`src/rtl/apb_bridge_pkg.sv`:
```
// Shared types and constants for the CPU-to-APB bridge.
package apb_bridge_pkg;

  localparam int DATA_W = 32;
  localparam int ADDR_W = 4;
  localparam int STRB_W = DATA_W / 8;

  localparam int unsigned          TIMEOUT_DEF     = 16;
  localparam logic [DATA_W-1:0]    RD_ERR_DATA_DEF = 32'h0000_0000;

  typedef enum logic [1:0] {
    IDLE   = 2'd0,
    SETUP  = 2'd1,
    ACCESS = 2'd2
  } state_e;

endpackage

```
`src/rtl/apb_bridge_if.sv`:
```
// APB bus bundle. The bridge drives it through the master modport,
// a slave (or a bench posing as one) through the slave modport.
interface apb_bridge_if;
  import apb_bridge_pkg::*;

  logic              psel;
  logic              penable;
  logic              pwrite;
  logic [ADDR_W-1:0] paddr;
  logic [DATA_W-1:0] pwdata;
  logic [STRB_W-1:0] pstrb;
  logic              pready;
  logic              pslverr;
  logic [DATA_W-1:0] prdata;

  modport master (
    output psel, penable, pwrite, paddr, pwdata, pstrb,
    input  pready, pslverr, prdata
  );

  modport slave (
    input  psel, penable, pwrite, paddr, pwdata, pstrb,
    output pready, pslverr, prdata
  );

endinterface

```
`src/rtl/apb_bridge_wdog.sv`:
```
// Wait-state watchdog for the ACCESS phase. Counts cycles with pready low,
// saturates at LIMIT, and flags the cycle in which the count reaches LIMIT
// so the bridge can leave ACCESS on that same edge.
module apb_wdog #(
  parameter int unsigned LIMIT = 16
) (
  input  logic clk,
  input  logic rst_n,
  input  logic clear,
  input  logic count,
  output logic expired
);

  localparam int                CNT_W   = $clog2(LIMIT + 1);
  localparam logic [CNT_W-1:0]  CNT_MAX = CNT_W'(LIMIT);
  localparam logic [CNT_W-1:0]  CNT_TC  = CNT_W'(LIMIT - 1);

  logic [CNT_W-1:0] cnt_q, cnt_d;

  // Next count: clear wins, otherwise step up until saturated
  always_comb begin
    cnt_d = cnt_q;
    if (clear) begin
      cnt_d = '0;
    end else if (count && (cnt_q != CNT_MAX)) begin
      cnt_d = cnt_q + CNT_W'(1);
    end
  end

  // Counter register
  always_ff @(posedge clk or negedge rst_n) begin
    if (!rst_n) begin
      cnt_q <= '0;
    end else begin
      cnt_q <= cnt_d;
    end
  end

  // This waiting cycle is the one that brings the count to LIMIT
  assign expired = count && (cnt_q >= CNT_TC);

endmodule

```
`src/rtl/apb_bridge.sv`:
```
// Single-outstanding CPU-to-APB bridge with wait-state timeout.
//
// state  | meaning
// IDLE   | no transfer; trans_over=1, a cpu_wr/cpu_rd pulse is latched
// SETUP  | psel=1, penable=0; always one cycle
// ACCESS | psel=1, penable=1; wait for pready or watchdog expiry
module apb_bridge
  import apb_bridge_pkg::*;
#(
  parameter int unsigned       TIMEOUT     = TIMEOUT_DEF,
  parameter logic [DATA_W-1:0] RD_ERR_DATA = RD_ERR_DATA_DEF
) (
  input  logic              clk,
  input  logic              rst_n,
  input  logic              cpu_wr,
  input  logic              cpu_rd,
  input  logic [STRB_W-1:0] cpu_byte,
  input  logic [ADDR_W-1:0] cpu_addr,
  input  logic [DATA_W-1:0] cpu_wdata,
  output logic              cpu_rdata_v,
  output logic [DATA_W-1:0] cpu_rdata,
  output logic              trans_over,
  output logic              err,
  apb_bridge_if.master      apb
);

  state_e state_q, state_d;

  logic [ADDR_W-1:0] addr_q, addr_d;
  logic [STRB_W-1:0] byte_q, byte_d;
  logic [DATA_W-1:0] wdata_q, wdata_d;
  logic              pwrite_q, pwrite_d;

  logic [DATA_W-1:0] rdata_q, rdata_d;
  logic              rdata_v_q, rdata_v_d;
  logic              err_q, err_d;

  logic              psel, penable;
  logic              wd_clear, wd_count, wd_expired;
  logic [DATA_W-1:0] lane_mask;

  assign wd_clear = (state_q == SETUP);
  assign wd_count = (state_q == ACCESS) && !apb.pready;

  apb_wdog #(.LIMIT(TIMEOUT)) u_wdog (
    .clk     (clk),
    .rst_n   (rst_n),
    .clear   (wd_clear),
    .count   (wd_count),
    .expired (wd_expired)
  );

  // State register
  always_ff @(posedge clk or negedge rst_n) begin
    if (!rst_n) begin
      state_q <= IDLE;
    end else begin
      state_q <= state_d;
    end
  end

  // Next-state decode; pready takes priority over a coincident expiry
  always_comb begin
    state_d = state_q;
    case (state_q)
      IDLE:    if (cpu_wr || cpu_rd) state_d = SETUP;
      SETUP:   state_d = ACCESS;
      ACCESS:  if (apb.pready || wd_expired) state_d = IDLE;
      default: state_d = IDLE;
    endcase
  end

  // Expand byte enables into a bit mask for read data
  always_comb begin
    lane_mask = '0;
    for (int i = 0; i < STRB_W; i++) begin
      lane_mask[8*i +: 8] = {8{byte_q[i]}};
    end
  end

  // Bus phase outputs and completion strobes for the next cycle
  always_comb begin
    psel      = 1'b0;
    penable   = 1'b0;
    trans_over = 1'b0;
    rdata_v_d = 1'b0;
    err_d     = 1'b0;
    rdata_d   = rdata_q;
    case (state_q)
      IDLE:  trans_over = 1'b1;
      SETUP: psel = 1'b1;
      ACCESS: begin
        psel    = 1'b1;
        penable = 1'b1;
        if (apb.pready) begin
          err_d = apb.pslverr;
          if (!pwrite_q) begin
            rdata_v_d = 1'b1;
            rdata_d   = apb.pslverr ? RD_ERR_DATA : (apb.prdata & lane_mask);
          end
        end else if (wd_expired) begin
          err_d = 1'b1;
          if (!pwrite_q) begin
            rdata_v_d = 1'b1;
            rdata_d   = RD_ERR_DATA;
          end
        end
      end
      default: trans_over = 1'b0;
    endcase
  end

  // Capture a request only while idle; a write beats a simultaneous read
  always_comb begin
    addr_d   = addr_q;
    byte_d   = byte_q;
    wdata_d  = wdata_q;
    pwrite_d = pwrite_q;
    if ((state_q == IDLE) && (cpu_wr || cpu_rd)) begin
      addr_d   = cpu_addr;
      byte_d   = cpu_byte;
      wdata_d  = cpu_wdata;
      pwrite_d = cpu_wr;
    end
  end

  // Request and response registers
  always_ff @(posedge clk or negedge rst_n) begin
    if (!rst_n) begin
      addr_q    <= '0;
      byte_q    <= '0;
      wdata_q   <= '0;
      pwrite_q  <= 1'b0;
      rdata_q   <= '0;
      rdata_v_q <= 1'b0;
      err_q     <= 1'b0;
    end else begin
      addr_q    <= addr_d;
      byte_q    <= byte_d;
      wdata_q   <= wdata_d;
      pwrite_q  <= pwrite_d;
      rdata_q   <= rdata_d;
      rdata_v_q <= rdata_v_d;
      err_q     <= err_d;
    end
  end

  assign apb.psel    = psel;
  assign apb.penable = penable;
  assign apb.pwrite  = pwrite_q;
  assign apb.paddr   = addr_q;
  assign apb.pwdata  = wdata_q;
  assign apb.pstrb   = pwrite_q ? byte_q : '0;

  assign cpu_rdata_v = rdata_v_q;
  assign cpu_rdata   = rdata_q;
  assign err         = err_q;

endmodule

```
`src/flat_wrapper.sv`:
```
// flat-port wrapper written by rule: the top's interface ports become plain ports
module apb_bridge_flat import apb_bridge_pkg::*;
#(
  parameter int unsigned       TIMEOUT     = TIMEOUT_DEF,
  parameter logic [DATA_W-1:0] RD_ERR_DATA = RD_ERR_DATA_DEF
)
  (clk, rst_n, cpu_wr, cpu_rd, cpu_byte, cpu_addr, cpu_wdata, cpu_rdata_v, cpu_rdata, trans_over, err, apb_psel, apb_penable, apb_pwrite, apb_paddr, apb_pwdata, apb_pstrb, apb_pready, apb_pslverr, apb_prdata);
  apb_bridge_if apb_i ();
  input  logic clk;
  input  logic rst_n;
  input  logic cpu_wr;
  input  logic cpu_rd;
  input  logic [STRB_W-1:0] cpu_byte;
  input  logic [ADDR_W-1:0] cpu_addr;
  input  logic [DATA_W-1:0] cpu_wdata;
  output logic cpu_rdata_v;
  output logic [DATA_W-1:0] cpu_rdata;
  output logic trans_over;
  output logic err;
  output wire logic [$bits(apb_i.psel)-1:0] apb_psel;
  output wire logic [$bits(apb_i.penable)-1:0] apb_penable;
  output wire logic [$bits(apb_i.pwrite)-1:0] apb_pwrite;
  output wire logic [$bits(apb_i.paddr)-1:0] apb_paddr;
  output wire logic [$bits(apb_i.pwdata)-1:0] apb_pwdata;
  output wire logic [$bits(apb_i.pstrb)-1:0] apb_pstrb;
  input wire logic [$bits(apb_i.pready)-1:0] apb_pready;
  input wire logic [$bits(apb_i.pslverr)-1:0] apb_pslverr;
  input wire logic [$bits(apb_i.prdata)-1:0] apb_prdata;
  assign apb_psel = apb_i.psel;
  assign apb_penable = apb_i.penable;
  assign apb_pwrite = apb_i.pwrite;
  assign apb_paddr = apb_i.paddr;
  assign apb_pwdata = apb_i.pwdata;
  assign apb_pstrb = apb_i.pstrb;
  assign apb_i.pready = apb_pready;
  assign apb_i.pslverr = apb_pslverr;
  assign apb_i.prdata = apb_prdata;
  apb_bridge #(.TIMEOUT(TIMEOUT), .RD_ERR_DATA(RD_ERR_DATA)) u_core (.clk(clk), .rst_n(rst_n), .cpu_wr(cpu_wr), .cpu_rd(cpu_rd), .cpu_byte(cpu_byte), .cpu_addr(cpu_addr), .cpu_wdata(cpu_wdata), .cpu_rdata_v(cpu_rdata_v), .cpu_rdata(cpu_rdata), .trans_over(trans_over), .err(err), .apb(apb_i));
endmodule
```
`config.mk`:
```
export PLATFORM = sky130hd
export DESIGN_NAME = apb_bridge_flat
export DESIGN_NICKNAME = d
export VERILOG_FILES = /design/src/rtl/apb_bridge_pkg.sv /design/src/rtl/apb_bridge_if.sv /design/src/rtl/apb_bridge_wdog.sv /design/src/rtl/apb_bridge.sv /design/src/flat_wrapper.sv
export SDC_FILE = /design/constraint.sdc
export NUM_CORES = 1
export LEC_CHECK = 0
export CORE_UTILIZATION = 44
export CTS_BUF_LIST = sky130_fd_sc_hd__clkbuf_4 sky130_fd_sc_hd__clkbuf_8
export DETAILED_ROUTE_END_ITERATION = 10
export PLACE_DENSITY = 0.88
export SLEW_MARGIN = 20
export SYNTH_ARGS = -nofsm -noshare
export SYNTH_HDL_FRONTEND = slang
export SYNTH_SLANG_ARGS = --single-unit
```
`constraint.sdc`:
```
create_clock -name clk -period 3.32 [get_ports clk]
set_clock_uncertainty 0.15 [all_clocks]
set_input_delay 0.664 -clock clk [delete_from_list [all_inputs] [get_ports clk]]
set_output_delay 0.664 -clock clk [all_outputs]
set_load 0.03 [all_outputs]
```
# Yosys cells after proc, flatten, opt, wreduce, memory -nomap -nowiden

Cells that the tools add are included.

Word-level logic and storage cells: 52
Output and inout bits: 78
Register bits: 82

Add/subtract/negate cells: 1
Reduce and logical (&&, ||, !) cells: 13
Eq/ne operators: 5
Mux-type cells: 21
Bitwise gates (word level): 2
$lt $le $gt $ge: 1

Operators with widths:

| kind                  | number |
|---|---|
| $mux W32              | 5 |
| $and A32 B32 Y32      | 1 |
| $mux W1               | 10 |
| $mux W5               | 2 |
| $pmux W2 S3           | 1 |
| $add A5 B1 Y5 const B | 1 |
| $ge A5 B4 Y1 const B  | 1 |
| $ne A5 B5 Y1 const B  | 1 |
| $logic_and A1 B1 Y1   | 4 |
| $mux W2               | 2 |
| $mux W4               | 1 |
| $ne A2 B2 Y1 const B  | 2 |
| $reduce_bool A2 Y1    | 2 |
| $reduce_and A3 Y1     | 1 |
| $eq A2 B1 Y1 const B  | 1 |
| $eq A2 B2 Y1 const B  | 1 |
| $logic_not A2 Y1      | 1 |
| $logic_or A1 B1 Y1    | 2 |
| $reduce_and A2 Y1     | 1 |
| $reduce_or A2 Y1      | 1 |
| $logic_not A1 Y1      | 1 |
| $not A1 Y1            | 1 |

# Logic depth before layout (Yosys ltp)

Gate-level depths: netlist of run 1.

Depth after elaboration: 6
Gate-level depth with buffers: 7
Depth with buffers taken out: 6

# By module

From an unflattened synthesis of run 1, not the netlist that was laid out.

Cells, all modules: 287
Area total of the unflattened synthesis: 3,589.7 µm²

By module, submodules not included:

| module     | instances | area each (µm²) | cells each | sequential area each (µm²) |
|---|---|---|---|---|
| apb_bridge | 1         | 3,279.4         | 254        | 1,926.8 |
| apb_wdog   | 1         | 310.3           | 33         | 125.1 |

# Worst setup path before layout of run 1

Ideal clock, no wire load.

Kind: reg-to-reg
From: register u_core.u_wdog.cnt_q[0]
To: register u_core.rdata_q[0], in the netlist u_core.cpu_rdata[0]
Cell stages (with the launch flop): 8
Slack: 1,395 ps
Arrival time: 1,654 ps
Buffers on the path: 1
Cell sequence: dfrtp_1 ha_1 and3_2 ha_1 nor3_1 a211o_2 buf_6 a22o_1

Word-level cells in the longest chain between the ends: 4

RTL lines:

| element                             | RTL line              | source |
|---|---|---|
| from (decl)                         | apb_bridge_wdog.sv:18 | `logic [CNT_W-1:0] cnt_q, cnt_d;` |
| from (signal assigned)              | apb_bridge_wdog.sv:35 | `cnt_q <= cnt_d;` |
| $ge A5 B4 Y1                        | apb_bridge_wdog.sv:40 | `assign expired = count && (cnt_q >= CNT_TC);` |
| $logic_and A1 B1 Y1                 | apb_bridge_wdog.sv:40 |  |
| $reduce_bool A2 Y1 (no source line) | --                    |  |
| $reduce_and A3 Y1 (no source line)  | --                    |  |
| to (signal assigned)                | apb_bridge.sv:142     | `rdata_q <= rdata_d;` |
| to (decl)                           | apb_bridge.sv:34      | `logic [DATA_W-1:0] rdata_q, rdata_d;` |

Every way passes these cells.
A chain may end at the register's enable or synchronous reset.

# Worst setup path after layout of run 1

From: register u_core.state_q[0]
To: output trans_over

Word-level cells in the longest chain between the ends: 2

RTL lines:

| element                | RTL line           | source |
|---|---|---|
| from (decl)            | apb_bridge.sv:27   | `state_e state_q, state_d;` |
| from (signal assigned) | apb_bridge.sv:58   | `state_q <= state_d;` |
| $logic_not A2 Y1       | apb_bridge.sv:89   | `case (state_q)` |
| $mux W1                | apb_bridge.sv:89   |  |
| to (decl)              | flat_wrapper.sv:18 | `output logic trans_over;` |

Every way passes these cells.

==> summary.md, run 1 <==
| Metric | Value |
|---|---|
| Die X | slightly below 90 um |
| Max Slew Vio Count | 0 |
| Final worst slack | roughly 0.7 ns |
| CTS tree | yes |
| Root Driver | clkbuf_8 |
| Post-CTS setup buffer count | 0 |
| CTS clk-pin slew, worst paths | ~0.080 ns |
| Power, Total | roughly 5.5 mW |
| Flop2flop setup slack | between 1 and 1.5 ns |
| Worst setup path startpoint | u_core.state_q[0]$_DFFE_PN0P_ |
| Mapped Cells | approximately 220 |
| Placed cell area | around 0.005 mm2 |
| Post-Layout Cell Count | 479 |
| PostCTS Resize Cnt | 0 |
| Slew headroom | 0.509 |
| Routability cong. | between 0.7 and 0.8 |
| Total Wirelength | between 7000 and 8000 um |
| Die ar. | just under 0.008 mm2 |
| CP Data Required Time | ~2.5 ns |
| Synthesized-area fraction occupied by adder cells | 0.0231 |
| Number of H-tree levels | 3 |
| Cts hold-fix bufs | 0 |
| Fin util | 0.732 |
| Leading area contributor after synthesis | dfrtp_1 |
| Initial Utilization | 0.466 |
| Total number of yosys warnings | 0 |
| Num CTS Buffers | 9 |
| Drt wl/cell | around 17 um |
| Hold WC Path Type | in2async |
| Synth cell types | 31 |
| Syn-to-layout area delta | 57.0% |
| Unrepaired setup endpoints after global routing | false |
| Crit path DAT | 1.80 ns |
| DPL Wire Length | about 5900 um |
| Worst flop-to-flop path endpoint | u_core.cpu_rdata[6]$_DFFE_PN0P_ |
| Seq cells post-synth | around 80 |
| Cells after DPL | 464 |
| Placement Setup Slack | 0.855 ns |
| VDD IR max | 581 uV |
| Synth top area share | 0.630 |
| Status | completed |
| Initial antenna violation count | 0 |
| Global-route wire length before repair | 12200 um |
| Mux cell area share after synthesis | 0.142 |
| Reg2Reg Depth | 6 |
| Crit path to | trans_over |
| Worst R2R Start | u_core.u_wdog.cnt_q[0]$_DFFE_PN0P_ |
| Compound-Gate Fraction of Synth Area | 0.114 |
| Setup TNS | 0 ns |
| Crit Path Category | reg2out |
| Sequential area share after synthesis | 0.630 |
| PortBufs | 155 |
| Period Utilization, post-route | 0.786 |
| TritonRoute pass-1 iters | 4 |
| Number of global-route vias before repair | ~2500 |
| Die Y | approximately 90 um |
| Largest net degree at the start of global routing | 83 |
| Fraction of layout cells with a size suffix above 1 | 0.183 |
| Routed Antenna Nets | 0 |
| Via count | 2429 |
| Fin area | approximately 0.005 mm2 |
| Worst Max-Slew Pin Slew | 0.737 ns |
| Remaining Overflow, GRT | 0 |
| DRC viols | 0 |
| Final Hold Vio Count | 0 |
| Crit path time final | 2.61 ns |
| Largest family of logic cells by synthesized area | multiplexers |
| PwrDens | about 1100 mW/mm2 |
| Mapped Avg Cell Area | between 10 and 15 um2 |
| Leakage Power | approximately 2.2 nW |
| Antenna cells | 0 |
| # clock sinks | 82 |
| Post-Synth Simple-Gate Area | 0.0572 |
| Core Box Area | 0.00698 mm2 |
| Clk buf depth | 2 |
| GRT Util Overall | 0.209 |
| Nets | 463 |
| Fmax | between 300 and 400 MHz |
| Initial DRC Count | approximately 120 |
| Clk Latency, worst-skew pair | roughly 0.33 ns |
| CP max FO | 4 |
| Syn nets | between 300 and 400 |
| Worst Setup End Kind | output pin |
| Io pins | 156 |
| Vias per std cell | between 5 and 6 |
| Hold_ws | 0.192 ns |
| Max Cap Viol | 0 |
| Placement Rows | 30 |
| # setup viols final | 0 |
| Worst Setup Start Kind | register |
| Synth Cell Area | roughly 0.0033 mm2 |
| Fill count | 508 |
| Top post-synthesis cells by area | dfrtp_1, mux2_2, a22o_1 |
| Post-Synth XOR/XNOR Area | 0 |
[layer usage]
metal / global-route usage / part of all wire
met1: 0.258 / 0.42
met3: 0.0603 / 0.081
met2: 0.347 / 0.48
met5: 0 / 0
met4: 0.0836 / 0.018
[logic make-up after synthesis]
group	count (synthesis)
fa+ha+maj	6
compound gates	46
mux	41
buf+inv	20
flops	82
simple gates	28
[critical path: stages, from the launching register on]
cell,delay [ns]
dfrtp_1,0.39
inv_1,0.10
ha_1,0.26
clkdlybuf4s50_1,0.71
[power breakdown]
part / internal (mW) / switching, mW
logic: 1.36 / 1.52
clock network: 0.515 / 0.339
registers: 1.47 / 0.278
total: 3.34 / 2.14
[state kept, by name, indices dropped and copies added, names as in the netlist]
register / count
u_core.state_q: 2
u_core.apb.paddr: 4
u_core.apb.pwdata: 32
u_core.u_wdog.cnt_q: 5
u_core.apb.pwrite: 1
u_core.byte_q: 4
u_core.err: 1
u_core.cpu_rdata: 32
u_core.cpu_rdata_v: 1
[how the worst min path moves through the flow]
stage	end	cells after the start
after detailed placement	u_core.apb.pwdata[12]$_DFFE_PN0P_	1
after CTS	u_core.apb.pwdata[12]$_DFFE_PN0P_	1
after global routing	u_core.cpu_rdata[15]$_DFFE_PN0P_	1
after global placement	u_core.apb.pwdata[1]$_DFFE_PN0P_	1
after floorplan	u_core.apb.paddr[0]$_DFFE_PN0P_	0
final	u_core.cpu_rdata[10]$_DFFE_PN0P_	1
[cells in the mapped netlist]
cell / instances
o21ai_0: 4
o22ai_1: 1
o21ai_1: 1
a22o_2: 3
and4bb_1: 1
mux2_2: 41
buf_4: 1
inv_1: 9
a22o_1: 29
dfrtp_1: 82
a21oi_1: 4
nor2b_1: 1
nand2_1: 3
nor3_1: 1
or3_1: 1
a211o_2: 1
nand2b_1: 1
nor2_1: 3
a32oi_1: 1
nand3_1: 3
and3_2: 2
and4bb_2: 1
ha_1: 6
buf_6: 3
and2_1: 6
and2_2: 2
a221oi_1: 2
buf_2: 7
nand4_2: 1
or4bb_2: 1
or4_1: 1
[layout by cell type (no fill, tap or decap), drive strengths merged, types with 2 or more instances in the layout]
cell type and n:
bufinv 3, nand2 3, inv 9, and3 2
o21ai 5, a21oi 4, buf 2, ha 6
mux2 41, and4bb 2, clkdlybuf4s50 154, clkbuf 10
nor2 3, nand3 3, and2 8, a22o 32
a221oi 2, dfrtp 82
[cell type report]
type | count | area (um2) | share of cell area
inverter | 9 | 33.8 | 0.00661
clock buffer | 10 | 138 | 0.0269
clock inverter | 5 | 103 | 0.0201
multi-input combinational | 121 | 1110 | 0.216
tap | 96 | 120 | 0.0235
timing repair buffer | 156 | 1560 | 0.305
sequential | 82 | 2050 | 0.401
No activity file was read; power rests on OpenSTA's default activity.
==> run 2: changes to the inputs <==
--- a/config.mk
+++ b/config.mk
@@ -5,10 +5,10 @@
 export SDC_FILE = /design/constraint.sdc
 export NUM_CORES = 1
 export LEC_CHECK = 0
-export CORE_UTILIZATION = 44
+export CORE_UTILIZATION = 42
 export CTS_BUF_LIST = sky130_fd_sc_hd__clkbuf_4 sky130_fd_sc_hd__clkbuf_8
 export DETAILED_ROUTE_END_ITERATION = 10
-export PLACE_DENSITY = 0.88
+export PLACE_DENSITY = 0.84
 export SLEW_MARGIN = 20
 export SYNTH_ARGS = -nofsm -noshare
 export SYNTH_HDL_FRONTEND = slang
==> constraint.sdc (replaced) <==
create_clock -name clk -period 2.6 [get_ports clk]
set_clock_uncertainty 0.15 [all_clocks]
set_input_delay 0.52 -clock clk [delete_from_list [all_inputs] [get_ports clk]]
set_output_delay 0.52 -clock clk [all_outputs]
set_load 0.03 [all_outputs]
==> run 2 against run 1 <==
Against the previous run:
- global-route usage is essentially flat
- hold slack better by 0.16 ns
- critical endpoint unchanged
- critical path depth did not move
- sequential share of layout area is 0.21 points lower
- via count rose by 1.8%
- worst setup slack worse by 0.58 ns
==> summary.md, run 2 (synthesized netlist as in run 1, its figures left out) <==
| Metric | Value |
|---|---|
| Status | completed |
| Max Slew Vio Count | 0 |
| Commonest non-fill, non-tap cell in the layout | clkdlybuf4s50_1 |
| Antenna cells | 0 |
| Clk Latency, worst-skew pair | approximately 0.34 ns |
| Global-route wire length before repair | roughly 13000 um |
| Commonest cells after routing, fill and taps aside | clkdlybuf4s50_1, dfrtp_1, mux2_2, a22o_1 |
| Fmax | between 400 and 500 MHz |
| Fin area | 0.00514 mm2 |
| Io pins | around 160 |
| Placed cell area | slightly below 0.005 mm2 |
| Core Box Area | between 0.007 and 0.008 mm2 |
| Worst Max-Slew Pin Slew | 0.561 ns |
| Critical path's largest stage delay | 0.71 ns |
| Number of H-tree levels | 3 |
| Placement Rows | 31 |
| Fraction of layout cells with a size suffix above 1 | 0.189 |
| Worst Path Buf+Inv | 2 |
| Vias per std cell | a little over 5 |
| Die ar. | about 0.0081 mm2 |
| Final worst slack | 0.136 ns |
| Period Utilization, post-route | 0.948 |
| Nets | 467 |
| PortBufs | roughly 160 |
| Leakage Power | around 2.2 nW |
| Setup TNS | 0 ns |
| Num CTS Buffers | 9 |
| Clk buf depth | 2 |
| Largest net degree at the start of global routing | 41 |
| Via count | approximately 2500 |
| Final Hold Vio Count | 0 |
| Root Driver | clkbuf_8 |
| Crit path DAT | 1.79 ns |
| # clock sinks | 82 |
| PwrDens | around 1300 mW/mm2 |
| GRT Util Overall | 0.209 |
| Hold_ws | 0.357 ns |
| CP max-delay cell | clkdlybuf4s50_1 |
| Initial DRC Count | roughly 120 |
| Fill count | ~560 |
| Power, Total | approximately 6.9 mW |
| Initial antenna violation count | 0 |
| CTS clk-pin slew, worst paths | approximately 0.080 ns |
| Unrepaired setup endpoints after global routing | false |
| Sequential cell area | between 0.002 and 0.0025 mm2 |
| Routed Antenna Nets | 0 |
| DPL Wire Length | approximately 6100 um |
| Hold WC Path Type | reg2reg |
| Max Cap Viol | 0 |
| Crit-path leading delay family | buffers and inverters |
| Routability cong. | 0.845 |
| CTS tree | yes |
| CP max FO | 4 |
| TritonRoute pass-1 iters | 4 |
| Worst Setup End Kind | output pin |
| Crit path time final | approximately 2.5 ns |
| Worst Setup Start Kind | register |
| VDD IR max | about 720 uV |
| DRC viols | 0 |
| PostCTS Resize Cnt | 0 |
| Number of global-route vias before repair | approximately 2700 |
| Critical Path, Cell by Cell | inv_1, ha_1, clkdlybuf4s50_1 |
| Placement Setup Slack | 0.242 ns |
| Die X | approximately 90 um |
| Remaining Overflow, GRT | 0 |
| CP Data Required Time | between 1.5 and 2 ns |
| Syn-to-layout area delta | 57.8% |
| Die Y | ~90 um |
| Initial Utilization | 0.442 |
| Crit Path Category | reg2out |
| # setup viols final | 0 |
| Multi-input logic area | ~0.0011 mm2 |
| Drt wl/cell | around 17 um |
| Slew headroom | 0.626 |
| Total Wirelength | roughly 8000 um |
[run 2: cell types whose count changed in the layout (fill, tap and decap cells not counted)]
| cell | before | now |
|---|---|---|
| buf_12 | 0 | 2 |
| buf_4 | 1 | 3 |
| buf_6 | 1 | 0 |
| bufinv_16 | 3 | 2 |
| clkbuf_4 | 0 | 1 |
| clkbuf_8 | 10 | 9 |
| clkinv_2 | 1 | 2 |
| clkinvlp_4 | 1 | 0 |
| dlygate4sd3_1 | 0 | 1 |
| inv_6 | 0 | 1 |
[run 2: area by class of cell]
type	count	area share
sequential	82	0.399
timing repair buffer	160	0.314
multi-input combinational	121	0.215
clock buffer	10	0.0256
tap	99	0.0241
clock inverter	5	0.0153
inverter	9	0.00657
[run 2: final timing paths]
path                                               startpoint                               end  slack [ns]  depth (start not counted)
setup / recovery                u_core.state_q[0]$_DFFE_PN0P_                        trans_over        0.14                          3
hold / removal               u_core.apb.pwdata[2]$_DFFE_PN0P_  u_core.apb.pwdata[2]$_DFFE_PN0P_        0.36                          1
setup reg to reg           u_core.u_wdog.cnt_q[0]$_DFFE_PN0P_   u_core.cpu_rdata[8]$_DFFE_PN0P_        0.31                          6
hold reg to reg              u_core.apb.pwdata[2]$_DFFE_PN0P_  u_core.apb.pwdata[2]$_DFFE_PN0P_        0.36                          1
max in group asynchronous                               rst_n      u_core.byte_q[3]$_DFFE_PN0P_        1.22                          3
min in group asynchronous                               rst_n  u_core.cpu_rdata[10]$_DFFE_PN0P_        0.52                          2
[run 2: through the flow]
step	std cells	util
after global placement	470	0.668
final	486	0.697
after floorplan	223	-
after detailed placement	470	0.668
after global routing	486	0.697
after CTS	486	0.697
[run 2: where the power goes]
group	switching (mW)	internal, mW	total, mW	leakage (nW)
clock	0.432	0.547	0.979	0.110
sequential	0.354	1.88	2.23	1.04
combinational	1.96	1.76	3.72	1.08
[run 2: metal layers]
layer  wire length, um  global-route usage
met1              3370               0.260
met2              4040               0.352
met3               564              0.0525
met4               158              0.0780
met5                 0                   0
[run 2: repair_timing]
action / CTS / global route
setup buffers: 0 / 0
hold buffers: 1 / 0
endpoints found under the hold margin: 31 / 0
[run 2: worst reg2reg max path, cell delays in order, from the launching register on]
cell,delay [ns]
dfrtp_1,0.43
ha_1,0.23
and3_2,0.21
ha_1,0.19
nor3_1,0.22
a211o_2,0.55
a22o_1,0.26
